==> src/rtl/led_ctrl_multi_if.sv <==
// rtl/led_ctrl_multi_if.sv - Avalon-MM register port bundle for led_ctrl_multi
interface led_ctrl_multi_if #(
   parameter int ADDR_W = 4
);
   logic [ADDR_W-1:0] amm_address_i;
   logic [31:0]       amm_writedata_i;
   logic              amm_read_i;
   logic              amm_write_i;
   logic [31:0]       amm_readdata_o;
   logic              amm_readdatavalid_o;
   logic              amm_waitrequest_o;

   modport slave (
      input  amm_address_i, amm_writedata_i, amm_read_i, amm_write_i,
      output amm_readdata_o, amm_readdatavalid_o, amm_waitrequest_o
   );

   modport master (
      output amm_address_i, amm_writedata_i, amm_read_i, amm_write_i,
      input  amm_readdata_o, amm_readdatavalid_o, amm_waitrequest_o
   );
endinterface

==> src/rtl/led_ctrl_multi.sv <==
// rtl/led_ctrl_multi.sv - multi-channel LED controller (off/on/blink/PWM) with Avalon-MM registers
// Optional STATUS register at the top word address is built when LED_CTRL_STATUS_EN is defined.
module led_ctrl_multi #(
   parameter int CLOCK_FREQ_MHZ = 100,
   parameter int CH_CNT         = 4,
   parameter int PWM_W          = 8,
   parameter int ADDR_W         = 4
) (
   input  logic              clk_i,
   input  logic              arst_n_i,
   led_ctrl_multi_if.slave   amm,
   output logic [CH_CNT-1:0] led_o
);
   localparam int PRESC_N = CLOCK_FREQ_MHZ * 1000;
   localparam int PRESC_W = (PRESC_N > 1) ? $clog2(PRESC_N) : 1;
   localparam logic [PRESC_W-1:0] PRESC_TC = PRESC_W'(PRESC_N - 1);
   localparam logic [31:0] ID_VAL  = 32'h4C45_0000 | {24'd0, 8'(CH_CNT)};
   localparam logic [31:0] CH_MASK = 32'hFFFF_FF03;

   logic [1:0]          rst_sync;
   logic                rst_n;
   logic [PRESC_W-1:0]  presc;
   logic                tick;
   logic [PWM_W-1:0]    pwm_cnt;
   logic                enable;
   logic [31:0]         ch_reg    [CH_CNT];
   logic [15:0]         blink_cnt [CH_CNT];
   logic [15:0]         half_m1   [CH_CNT];
   logic [CH_CNT-1:0]   phase;
   logic [CH_CNT-1:0]   lit;
   logic                wr_global;
   logic                restart;
   logic [CH_CNT-1:0]   wr_ch;
   logic                wr_blink;
   logic [31:0]         rd_mux;

   // Assert immediately, release two clocks after arst_n_i rises.
   always_ff @(posedge clk_i or negedge arst_n_i) begin
      if (!arst_n_i) rst_sync <= 2'b00;
      else           rst_sync <= {rst_sync[0], 1'b1};
   end
   assign rst_n = rst_sync[1];
   assign amm.amm_waitrequest_o = ~rst_n;

   assign tick = (presc == PRESC_TC);

`ifdef LED_CTRL_STATUS_EN
   logic [15:0] ms_cnt;
   logic [31:0] status;

   always_ff @(posedge clk_i or negedge rst_n) begin
      if (!rst_n)    ms_cnt <= '0;
      else if (tick) ms_cnt <= ms_cnt + 16'd1;
   end
   assign status = {ms_cnt, 16'(led_o)};
`endif

   always_comb begin
      wr_global = amm.amm_write_i && (amm.amm_address_i == ADDR_W'(1));
      restart   = wr_global && amm.amm_writedata_i[1];
      wr_blink  = (amm.amm_writedata_i[1:0] == 2'd2);
      rd_mux    = '0;
      if (amm.amm_address_i == '0)
         rd_mux = ID_VAL;
      else if (amm.amm_address_i == ADDR_W'(1))
         rd_mux = {31'd0, enable};
`ifdef LED_CTRL_STATUS_EN
      else if (amm.amm_address_i == '1)
         rd_mux = status;
`endif
      for (int n = 0; n < CH_CNT; n++) begin
         wr_ch[n] = amm.amm_write_i && (int'(amm.amm_address_i) == n + 2);
         if (int'(amm.amm_address_i) == n + 2)
            rd_mux = ch_reg[n];
      end
   end

   // A half-period of 0 behaves as 1 ms.
   always_comb begin
      for (int n = 0; n < CH_CNT; n++) begin
         half_m1[n] = (ch_reg[n][31:16] == 16'd0) ? 16'd0 : ch_reg[n][31:16] - 16'd1;
         case (ch_reg[n][1:0])
            2'd0:    lit[n] = 1'b0;
            2'd1:    lit[n] = 1'b1;
            2'd2:    lit[n] = phase[n];
            default: lit[n] = (pwm_cnt < ch_reg[n][8 +: PWM_W]);
         endcase
      end
   end

   always_ff @(posedge clk_i or negedge rst_n) begin
      if (!rst_n) begin
         presc                   <= '0;
         pwm_cnt                 <= '0;
         enable                  <= 1'b1;
         phase                   <= '0;
         amm.amm_readdata_o      <= '0;
         amm.amm_readdatavalid_o <= 1'b0;
         for (int n = 0; n < CH_CNT; n++) begin
            ch_reg[n]    <= '0;
            blink_cnt[n] <= '0;
         end
      end else begin
         amm.amm_readdatavalid_o <= amm.amm_read_i;
         amm.amm_readdata_o      <= amm.amm_read_i ? rd_mux : '0;

         if (restart) begin
            presc   <= '0;
            pwm_cnt <= '0;
         end else begin
            presc   <= tick ? '0 : presc + 1'b1;
            pwm_cnt <= pwm_cnt + 1'b1;
         end

         if (wr_global) enable <= amm.amm_writedata_i[0];

         for (int n = 0; n < CH_CNT; n++) begin
            if (wr_ch[n]) ch_reg[n] <= amm.amm_writedata_i & CH_MASK;
            if (restart || (wr_ch[n] && wr_blink)) begin
               blink_cnt[n] <= '0;
               phase[n]     <= 1'b1;
            end else if (tick) begin
               if (blink_cnt[n] >= half_m1[n]) begin
                  blink_cnt[n] <= '0;
                  phase[n]     <= ~phase[n];
               end else begin
                  blink_cnt[n] <= blink_cnt[n] + 16'd1;
               end
            end
         end
      end
   end

   always_ff @(posedge clk_i or negedge rst_n) begin
      if (!rst_n) led_o <= '0;
      else        led_o <= enable ? lit : '0;
   end
endmodule

==> src/flat_wrapper.sv <==
// flat-port wrapper written by rule: the top's interface ports become plain ports
module led_ctrl_multi_flat 
#(
   parameter int CLOCK_FREQ_MHZ = 100,
   parameter int CH_CNT         = 4,
   parameter int PWM_W          = 8,
   parameter int ADDR_W         = 4
)
  (clk_i, arst_n_i, led_o, amm_amm_address_i, amm_amm_writedata_i, amm_amm_read_i, amm_amm_write_i, amm_amm_readdata_o, amm_amm_readdatavalid_o, amm_amm_waitrequest_o);
  led_ctrl_multi_if #(.ADDR_W(ADDR_W)) amm_i ();
  input  logic clk_i;
  input  logic arst_n_i;
  output logic [CH_CNT-1:0] led_o;
  input wire logic [$bits(amm_i.amm_address_i)-1:0] amm_amm_address_i;
  input wire logic [$bits(amm_i.amm_writedata_i)-1:0] amm_amm_writedata_i;
  input wire logic [$bits(amm_i.amm_read_i)-1:0] amm_amm_read_i;
  input wire logic [$bits(amm_i.amm_write_i)-1:0] amm_amm_write_i;
  output wire logic [$bits(amm_i.amm_readdata_o)-1:0] amm_amm_readdata_o;
  output wire logic [$bits(amm_i.amm_readdatavalid_o)-1:0] amm_amm_readdatavalid_o;
  output wire logic [$bits(amm_i.amm_waitrequest_o)-1:0] amm_amm_waitrequest_o;
  assign amm_i.amm_address_i = amm_amm_address_i;
  assign amm_i.amm_writedata_i = amm_amm_writedata_i;
  assign amm_i.amm_read_i = amm_amm_read_i;
  assign amm_i.amm_write_i = amm_amm_write_i;
  assign amm_amm_readdata_o = amm_i.amm_readdata_o;
  assign amm_amm_readdatavalid_o = amm_i.amm_readdatavalid_o;
  assign amm_amm_waitrequest_o = amm_i.amm_waitrequest_o;
  led_ctrl_multi #(.CLOCK_FREQ_MHZ(CLOCK_FREQ_MHZ), .CH_CNT(CH_CNT), .PWM_W(PWM_W), .ADDR_W(ADDR_W)) u_core (.clk_i(clk_i), .arst_n_i(arst_n_i), .amm(amm_i), .led_o(led_o));
endmodule
==> config.mk <==
export PLATFORM = sky130hd
export DESIGN_NAME = led_ctrl_multi_flat
export DESIGN_NICKNAME = d
export VERILOG_FILES = /design/src/rtl/led_ctrl_multi_if.sv /design/src/rtl/led_ctrl_multi.sv /design/src/flat_wrapper.sv
export SDC_FILE = /design/constraint.sdc
export NUM_CORES = 1
export LEC_CHECK = 0
export ABC_AREA = 1
export ABC_CLOCK_PERIOD_IN_PS = 9200
export CAP_MARGIN = 20
export CORE_ASPECT_RATIO = 0.9
export CORE_MARGIN = 2
export CORE_UTILIZATION = 61
export CTS_CLUSTER_DIAMETER = 60
export DETAILED_ROUTE_END_ITERATION = 8
export GPL_ROUTABILITY_DRIVEN = 0
export PLACE_DENSITY = 0.81
export RECOVER_POWER = 100
export SYNTH_ARGS = -nofsm -noshare
export SYNTH_HDL_FRONTEND = slang
export SYNTH_SLANG_ARGS = --single-unit
==> constraint.sdc <==
create_clock -name clk_i -period 9.2 [get_ports clk_i]
set_input_delay 1.38 -clock clk_i [delete_from_list [all_inputs] [get_ports clk_i]]
set_output_delay 1.38 -clock clk_i [all_outputs]
set_load 0.05 [all_outputs]
# Yosys cells after proc, flatten, opt, wreduce, memory -nomap -nowiden
# Index checks and enable logic that the tools add are counted.
# totals
regBits	237
input_bits	40
out_inout_bits	38
word_cells	135
# op_classes
add_sub_neg	10
order_cmp	8
eq_ne	15
muxes	43
bitwise	5
reduce_logical	35
# op_table
op	count
2-to-1 mux 16 bit	16
2-to-1 mux 32 bit	6
adder 16 x 1 -> 16 bit (second input constant)	4
greater-or-equal comparator 16 bit	4
zero test 16 bit	4
subtractor 16 x 1 -> 16 bit (second input constant)	4
2-to-1 mux 17 bit	2
< comparator 8 bit	4
adder 17 x 1 -> 17 bit (second input constant)	1
== test 17 bit (second input constant)	1
nonzero test 2 bit	8
2-to-1 mux 1 bit	13
case mux 1 bit (3 select lines)	4
== test 2 bit (second input constant)	5
logical AND 1 bit	10
adder 8 x 1 -> 8 bit (second input constant)	1
== test 2 x 1 -> 1 bit (second input constant)	4
== test 4 x 3 -> 1 bit (second input constant)	2
== test 4 bit (second input constant)	2
zero test 2 bit	4
2-to-1 mux 8 bit	1
AND reduction 2 bit	4
NOT 1 bit	5
== test 4 x 1 -> 1 bit (second input constant)	1
3 further kinds	6

# Depth between registers and ports, before layout
# logic_depth
depth_word	8
mapped_depth	20
ltp_nobuf	19

# Least setup slack after synthesis
# Ideal clock, no wire load.
# synth_path
kind	flip-flop to output port
from	reg u_core.rst_sync[1]
to	out amm_amm_waitrequest_o
t_arrival_ns	7.056
required_ns	7.820
slack_ns	0.764
path_stages_with_launch	2
n_path_buf	0
path_cell_list	dfrtp_1 inv_1
# synth_via
elab_chain_len	1
# synth_rtl
element	line	text
from (decl)	led_ctrl_multi.sv:20	logic [1:0] rst_sync;
from (signal assigned)	led_ctrl_multi.sv:40	else rst_sync <= {rst_sync[0], 1'b1};
NOT 1 bit	led_ctrl_multi.sv:43	assign amm.amm_waitrequest_o = ~rst_n;
to (decl)	flat_wrapper.sv:20	output wire logic [$bits(amm_i.amm_waitrequest_o)-1:0] amm_amm_waitrequest_o;
# No other way between the ends.

# Worst setup path in the final report
# layout_path
from	in amm_amm_address_i[1]
to	reg u_core.blink_cnt[0] (netlist bit)
# layout_via
elab_chain_len	5
elab_cells_between_ends	9
cone_classes	2 x eq/ne; 1 x mux; 6 x reduce/logical
# layout_rtl
element	line	text
from (decl)	flat_wrapper.sv:14	input wire logic [$bits(amm_i.amm_address_i)-1:0] amm_amm_address_i;
== test 4 x 1 -> 1 bit / == test 4 bit (equally long branches)	led_ctrl_multi.sv:59, led_ctrl_multi.sv:72	
logical AND 1 bit (on tied branches)	led_ctrl_multi.sv:59, led_ctrl_multi.sv:72	
logical AND 1 bit (on tied branches)	led_ctrl_multi.sv:60, led_ctrl_multi.sv:119	
logical OR 1 bit *	led_ctrl_multi.sv:119	if (restart || (wr_ch[n] && wr_blink)) begin
2-to-1 mux 16 bit / nonzero test 2 bit (equally long branches)	--	
to (signal, indexed assignment)	led_ctrl_multi.sv:127	blink_cnt[n] <= blink_cnt[n] + 16'd1;
to (decl)	led_ctrl_multi.sv:27	logic [15:0] blink_cnt [CH_CNT];
# Every way passes the cells marked *; elsewhere a longest branch is shown, timed or not.
# A chain may end at the register's enable or synchronous reset.

==> results.py <==
metrics = {
    "die": {
        "die_area_um2": 25500,
        "rows": 54,
        "fp.dieW_um": 168,
        "initial_core_util_pct": 61.4,
        "dieHeight_um": 152,
        "core_um2": 24100,
        "num_io_pins": 78,
    },
    "layout": {
        "finalNonFillerCells": 2411,
        "syn_to_final_growth_pct": 10.7,
        "final_common_cell": "nand2_1",
        "drive_gt1_share_pct": 2.66,
        "fin_nets": 2230,
        "final_cell_mix": "528 x nand2_1, 280 x inv_1, 231 x dfrtp_1",
        "largest_reg_flops": 104,
    },
    "timing": {
        "fmax_mhz": 161,
        "finalHoldViolCount": 0,
        "setup_ws_ns": 3.00,
        "tightest_slew_ns": 3.42,
        "rsz0062_at_grt": "no",
        "maxSlewViolCount": 369,
        "fin_skew_ns": 0.0274,
        "fin_crit_ns": 6.20,
        "finalSetupViolations": 0,
        "fin_crit_sh_pct": 67.4,
        "fin_setup_tns_ns": 0,
        "relSlewSlack_pct": -128,
    },
    "clock_network": {
        "cts_buffers": 27,
        "cts-root-buf": "clkbuf_16",
        "cts_tree": "done",
        "cts_resized": 0,
        "clockBufferDepth": 3,
        "worst_skew_pair.late_latency_ns": 0.55,
        "cts_sinks": 232,
        "htree_levels": 1,
        "cts.clk_slew.worst_paths_ns": 0.06,
        "cts_setup_buffers": 0,
        "hold_buffers": 0,
    },
    "global_route": {
        "grt_max_degree": 71,
        "grt_pass1_wl_um": 65900,
        "grt_pass1_vias": 13296,
        "antenna_found_initial": 2,
        "grt-ovfl-total": 0,
        "grt_usage_pct": 32.2,
    },
    "worst_setup_path": {
        "critical_path_class": "in -> reg",
        "worstPathMaxFanout": 50,
        "endpoint": "u_core.blink_cnt[0]",
        "r2r_cells": 1,
        "rr_endpoint": "u_core.ch_reg[59]",
        "slowest_delay_ns": 2.44,
        "critPathRequiredTime_ns": 9.60,
        "crit_cells": 10,
        "crit_family": "simple AND/OR/NAND/NOR gates",
        "startpoint": "amm_amm_address_i[1]",
        "critPathBufInv": 3,
        "crit_chain": "dlygate4sd3_1, nor2_1, nand2_1, clkbuf_1, nor2_1, a21oi_4, nand2_2, inv_1, nand2_1, o21ai_0",
        "end_kind": "flip-flop",
        "critPathArrivalTime_ns": 6.60,
        "r2r_setup_slack_ns": 4.36,
        "slowest_stage": "nor2_1",
        "critPathLaunchType": "input port",
        "rr_startpoint": "u_core.rst_sync[1]",
    },
    "detailed_routing": {
        "drt_iter0_markers": 1237,
        "avgRoutedWirePerCell_um": 16.7,
        "highest_layer": "met5",
        "wl_met3_um": 3530,
        "ant_nets": 0,
        "drc": 0,
        "first_pass_iters": 7,
        "wl_met1_um": 17200,
        "dr_total_vias": 13941,
        "avgViaCountPerCell": 5.78,
        "drt_wl_total_um": 40400,
        "dr_wl_met2_um": 17900,
    },
    "placed_design": {
        "pre_cts_slack_ns": 4.74,
        "io_buffers": 66,
        "place_inst": 2363,
        "hpwl_um": 29600,
    },
    "power": {
        "powerDensity_nw_per_um2": 202,
        "max-vdd-ir-drop_mv": 0.173,
        "leakagePower_nw": 8.11,
    },
    "logic_synthesis": {
        "ys_ff_latch": 232,
        "synth.avg_cell_area_um2": 7.27,
        "synth-edff-count": 0,
        "synthFlopType": "dfrtp_1",
        "synth_area_um2": 14800,
        "synth_seq_area_share_pct": 39.3,
        "postSynth.asyncResetShare_pct": 100,
        "postSynthCellCount": 2033,
        "synth_warnings": 0,
        "post_synth_num_cell_types": 40,
    },
    "hold_path": {
        "min_path_type": "reg -> reg",
    },
    "outcome": {
        "status": "complete, but fails checks",
        "violations": "max-capacitance violations, max-slew violations",
    },
    "job": {
        "cap_viol_max_count": 7,
    },
}
[through the flow]
step	total power [mW]	utilization, %	area, um2	hold slack (ns)
after detailed placement	2.29	65.0	15600	0.346
after floorplan	1.99	-	14800	0.331
after global routing	3.50	68.0	16400	0.373
final	3.30	68.0	16400	0.352
after CTS	3.29	68.4	16400	0.358
after global placement	2.23	65.0	15600	0.336
[power by group]
part | switching, mW | internal, mW | leakage, nW
Sequential | 0.168 | 1.18 | 2.94
Combinational | 0.611 | 0.336 | 4.78
Clock | 0.430 | 0.570 | 0.395
[cells by family after synthesis]
logic type	count (synthesis)	share of synthesized area, %
AND/OR/NAND/NOR	952	27.3
AO/OA/AOI/OAI	377	13.8
buffers and inverters	337	9.02
flip-flops	232	39.3
adder cells (fa/ha/maj)	106	8.97
XOR/XNOR	27	1.60
other	2	0.0508
[cells in the mapped netlist, drive strengths merged (26+ instances only)]
cell type / n / share of area, %
inv: 281 / 7.1
nand3: 155 / 5.3
ha: 106 / 9.0
nor2: 172 / 4.6
clkbuf: 26 / 0.66
o21ai: 192 / 6.5
buf: 30 / 1.2
dfrtp: 231 / 39
a21oi: 125 / 4.5
nor3: 31 / 1.0
nand2: 529 / 13
nand4: 38 / 1.6
[metal layers]
metal	GRT usage [%]	vias to the layer above
li1	-	6743
met1	43.5	6467
met2	52.7	614
met3	5.22	115
met4	12.2	2
met5	0	-
[layout make-up]
cell class                 count  area, um2
sequential                   232       5810
inverter                     281       1050
clock inverter                 8       48.8
tap                          308        385
fill                        2003       7700
antenna                        1       2.50
clock buffer                  39        761
multi-input combinational   1468       7600
timing repair buffer          74        694
[how the worst min path moves through the flow]
stage	endpoint	start	slack, ns	cells past startpoint
6_report	u_core.rst_sync[1]	u_core.rst_sync[0]	0.35	0
5_1_grt	u_core.rst_sync[1]	u_core.rst_sync[0]	0.37	0
4_1_cts	u_core.ch_reg[45]	u_core.rst_sync[1]	0.36	0
3_5_place_dp	u_core.rst_sync[1]	u_core.rst_sync[0]	0.35	0
3_3_place_gp	u_core.rst_sync[1]	u_core.rst_sync[0]	0.34	0
2_1_floorplan	u_core.rst_sync[1]	u_core.rst_sync[0]	0.33	0
No activity file was read; power rests on OpenSTA's default activity.
==> variant: new RTL, same settings <==
`ADDR_W` is set to 4 in 3 places; all go to 5.
--- a/src/rtl/led_ctrl_multi_if.sv
+++ b/src/rtl/led_ctrl_multi_if.sv
@@ -1,6 +1,6 @@
 // rtl/led_ctrl_multi_if.sv - Avalon-MM register port bundle for led_ctrl_multi
 interface led_ctrl_multi_if #(
-   parameter int ADDR_W = 4
+   parameter int ADDR_W = 5
 );
    logic [ADDR_W-1:0] amm_address_i;
    logic [31:0]       amm_writedata_i;
--- a/src/rtl/led_ctrl_multi.sv
+++ b/src/rtl/led_ctrl_multi.sv
@@ -4,7 +4,7 @@
    parameter int CLOCK_FREQ_MHZ = 100,
    parameter int CH_CNT         = 4,
    parameter int PWM_W          = 8,
-   parameter int ADDR_W         = 4
+   parameter int ADDR_W         = 5
 ) (
    input  logic              clk_i,
    input  logic              arst_n_i,
--- a/src/flat_wrapper.sv
+++ b/src/flat_wrapper.sv
@@ -4,7 +4,7 @@
    parameter int CLOCK_FREQ_MHZ = 100,
    parameter int CH_CNT         = 4,
    parameter int PWM_W          = 8,
-   parameter int ADDR_W         = 4
+   parameter int ADDR_W         = 5
 )
   (clk_i, arst_n_i, led_o, amm_amm_address_i, amm_amm_writedata_i, amm_amm_read_i, amm_amm_write_i, amm_amm_readdata_o, amm_amm_readdatavalid_o, amm_amm_waitrequest_o);
   led_ctrl_multi_if #(.ADDR_W(ADDR_W)) amm_i ();
Interface: changed (resized amm_amm_address_i); port bits go from 78 to 79. The function was not compared with the original's and may differ.
==> variant against the original RTL <==
- the flow still finishes with violations (max-capacitance violations, max-slew violations)
- sequential cell count unchanged
- register-to-register slack lost 0.28 ns
- wire length decreased by 1.4%
- total power increased by 0.21%
- non-clock buffer count decreased by 1
- setup slack worse by 0.12 ns
- area after synthesis grew 0.61%
- cell area is 0.80% higher
- synthesized cell count rose by 0.44%
- utilization increased by 0.35 points
- critical path type unchanged
- critical endpoint is now u_core.phase[2]
- highest routed layer is now met4
==> variant: results (changes against the original RTL) <==
power_and_ir_drop:
  ir_worst_vdd_v: 0.000183  # was 0.000173 V
  cellLeakagePower_nw: 8.25  # was 8.11 nW
grt:
  grt_usage: 0.311  # was 0.322
  grt_pass1_vias: 13194  # was 13296
  grt_pass1_wl_um: 64700  # was 65900 um
  antenna_found_initial: 1  # was 2
  grt_start_max_net_pins: 150  # was 71
  use_met2: 0.502  # was 0.527
  met1_usage: 0.417  # was 0.435
  grt.met3_usage: 0.0581  # was 0.0522
routing:
  routed_via_density: 5.77  # was 5.78
  wl_met1_um: 16700  # was 17200 um
  highest_layer: "met4"  # was met5
  wirelength_um: 39800  # was 40400 um
  met2WireLength_um: 18000  # was 17900 um
  wl_met3_um: 3270  # was 3530 um
  drt_iter0_markers: 1283  # was 1237
finish:
  multi_input_cells: 1477  # was 1468
  fin_nets: 2237  # was 2230
  drive_gt1_frac: 0.0327  # was 0.0266
  n_all_inverters: 280  # was 281
  buffer_area_frac: 0.0421  # was 0.0425
  clock_area_frac: 0.0567  # was 0.0495
  nonClockBufferCount: 73  # was 74
  multi_input_area_share: 0.462  # was 0.465
  fill_cells: 1989  # was 2003
  instances_no_fill: 2418  # was 2411
  multi_input_area_sq_um: 7610  # was 7600 sq um
synth:
  synth.distinct_cells: 45  # was 40
  yosys-top-cells-count: "nand2_1 (545), inv_1 (262), dfrtp_1 (231)"  # was nand2_1 (526), inv_1 (279), dfrtp_1 (231)
  synth.area.top_cells: "dfrtp_1 (39%), nand2_1 (14%), ha_1 (8.9%)"  # was dfrtp_1 (39%), nand2_1 (13%), ha_1 (9.0%)
  synth_seq_area_share: 0.391  # was 0.393
  ys_async_sr_fraction: 1.00  # unchanged
  synth-main-ff-cell: "dfrtp_1"  # unchanged
  syn-mean-instance-area_sq_um: 7.28  # was 7.27 sq um
  synthesis.area_sq_um: 14900  # was 14800 sq um
timing:
  relSlewSlack: -1.55  # was -1.28
  finalMaxSlewViolations: 412  # was 369
  skew_ns: 0.0112  # was 0.0274 ns
status:
  violations: "max-capacitance violations, max-slew violations"  # unchanged
  status: "finished with violations"  # unchanged
placed_design:
  placedCellCount: 2369  # was 2363
  dp_hpwl_um: 28800  # was 29600 um
  io_buffers: 67  # was 66
  pre_cts_slack_ns: 4.69  # was 4.74 ns
  placed_area_sq_um: 15700  # was 15600 sq um
critical_path:
  startpoint: "amm_amm_address_i[2]"  # was amm_amm_address_i[1]
  slowest_stage: "nor2_1"  # unchanged
  cp.arrival_ns: 6.75  # was 6.60 ns
  path_max_fanout: 46  # was 50
  crit_path_max_incr_delay_ns: 2.34  # was 2.44 ns
job:
  drv_cap: 8  # was 7
cts:
  postCtsSetupBuffers: 0  # unchanged
  cts_made_buffers: 26  # was 27
  cts_resized: 0  # unchanged
  htreeDepth: 1  # unchanged
variant: cell families after synthesis:
logic type               count (synthesis)  synth area share
adder cells (fa/ha/maj)                106            0.0892
AND/OR/NAND/NOR                        978             0.280
flip-flops                             232             0.391
XOR/XNOR                                26            0.0153
other                                    2          0.000505
AO/OA/AOI/OAI                          361             0.131
buffers and inverters                  337            0.0926
variant: path summary, 6_finish.rpt:
path                                                  to  slack [ns]  cells after the start
max reg2reg                         u_core.blink_cnt[13]        4.08                      1
min in group asynchronous  u_core.amm.amm_readdata_o[13]        0.65                      0
max                                      u_core.phase[2]        2.88                     12
min                                   u_core.rst_sync[1]        0.36                      0
min reg2reg                           u_core.rst_sync[1]        0.36                      0
max in group asynchronous           u_core.blink_cnt[13]        4.08                      1
variant: worst max-delay path: cells and delay by family:
family / cells / cell delay [ns]
buf+inv: 3 / 0.82
simple gates: 9 / 4.54
variant: where the power goes:
part           internal (mW)  switching, mW
clock                  0.684          0.440
sequential              1.18          0.170
combinational          0.305          0.528
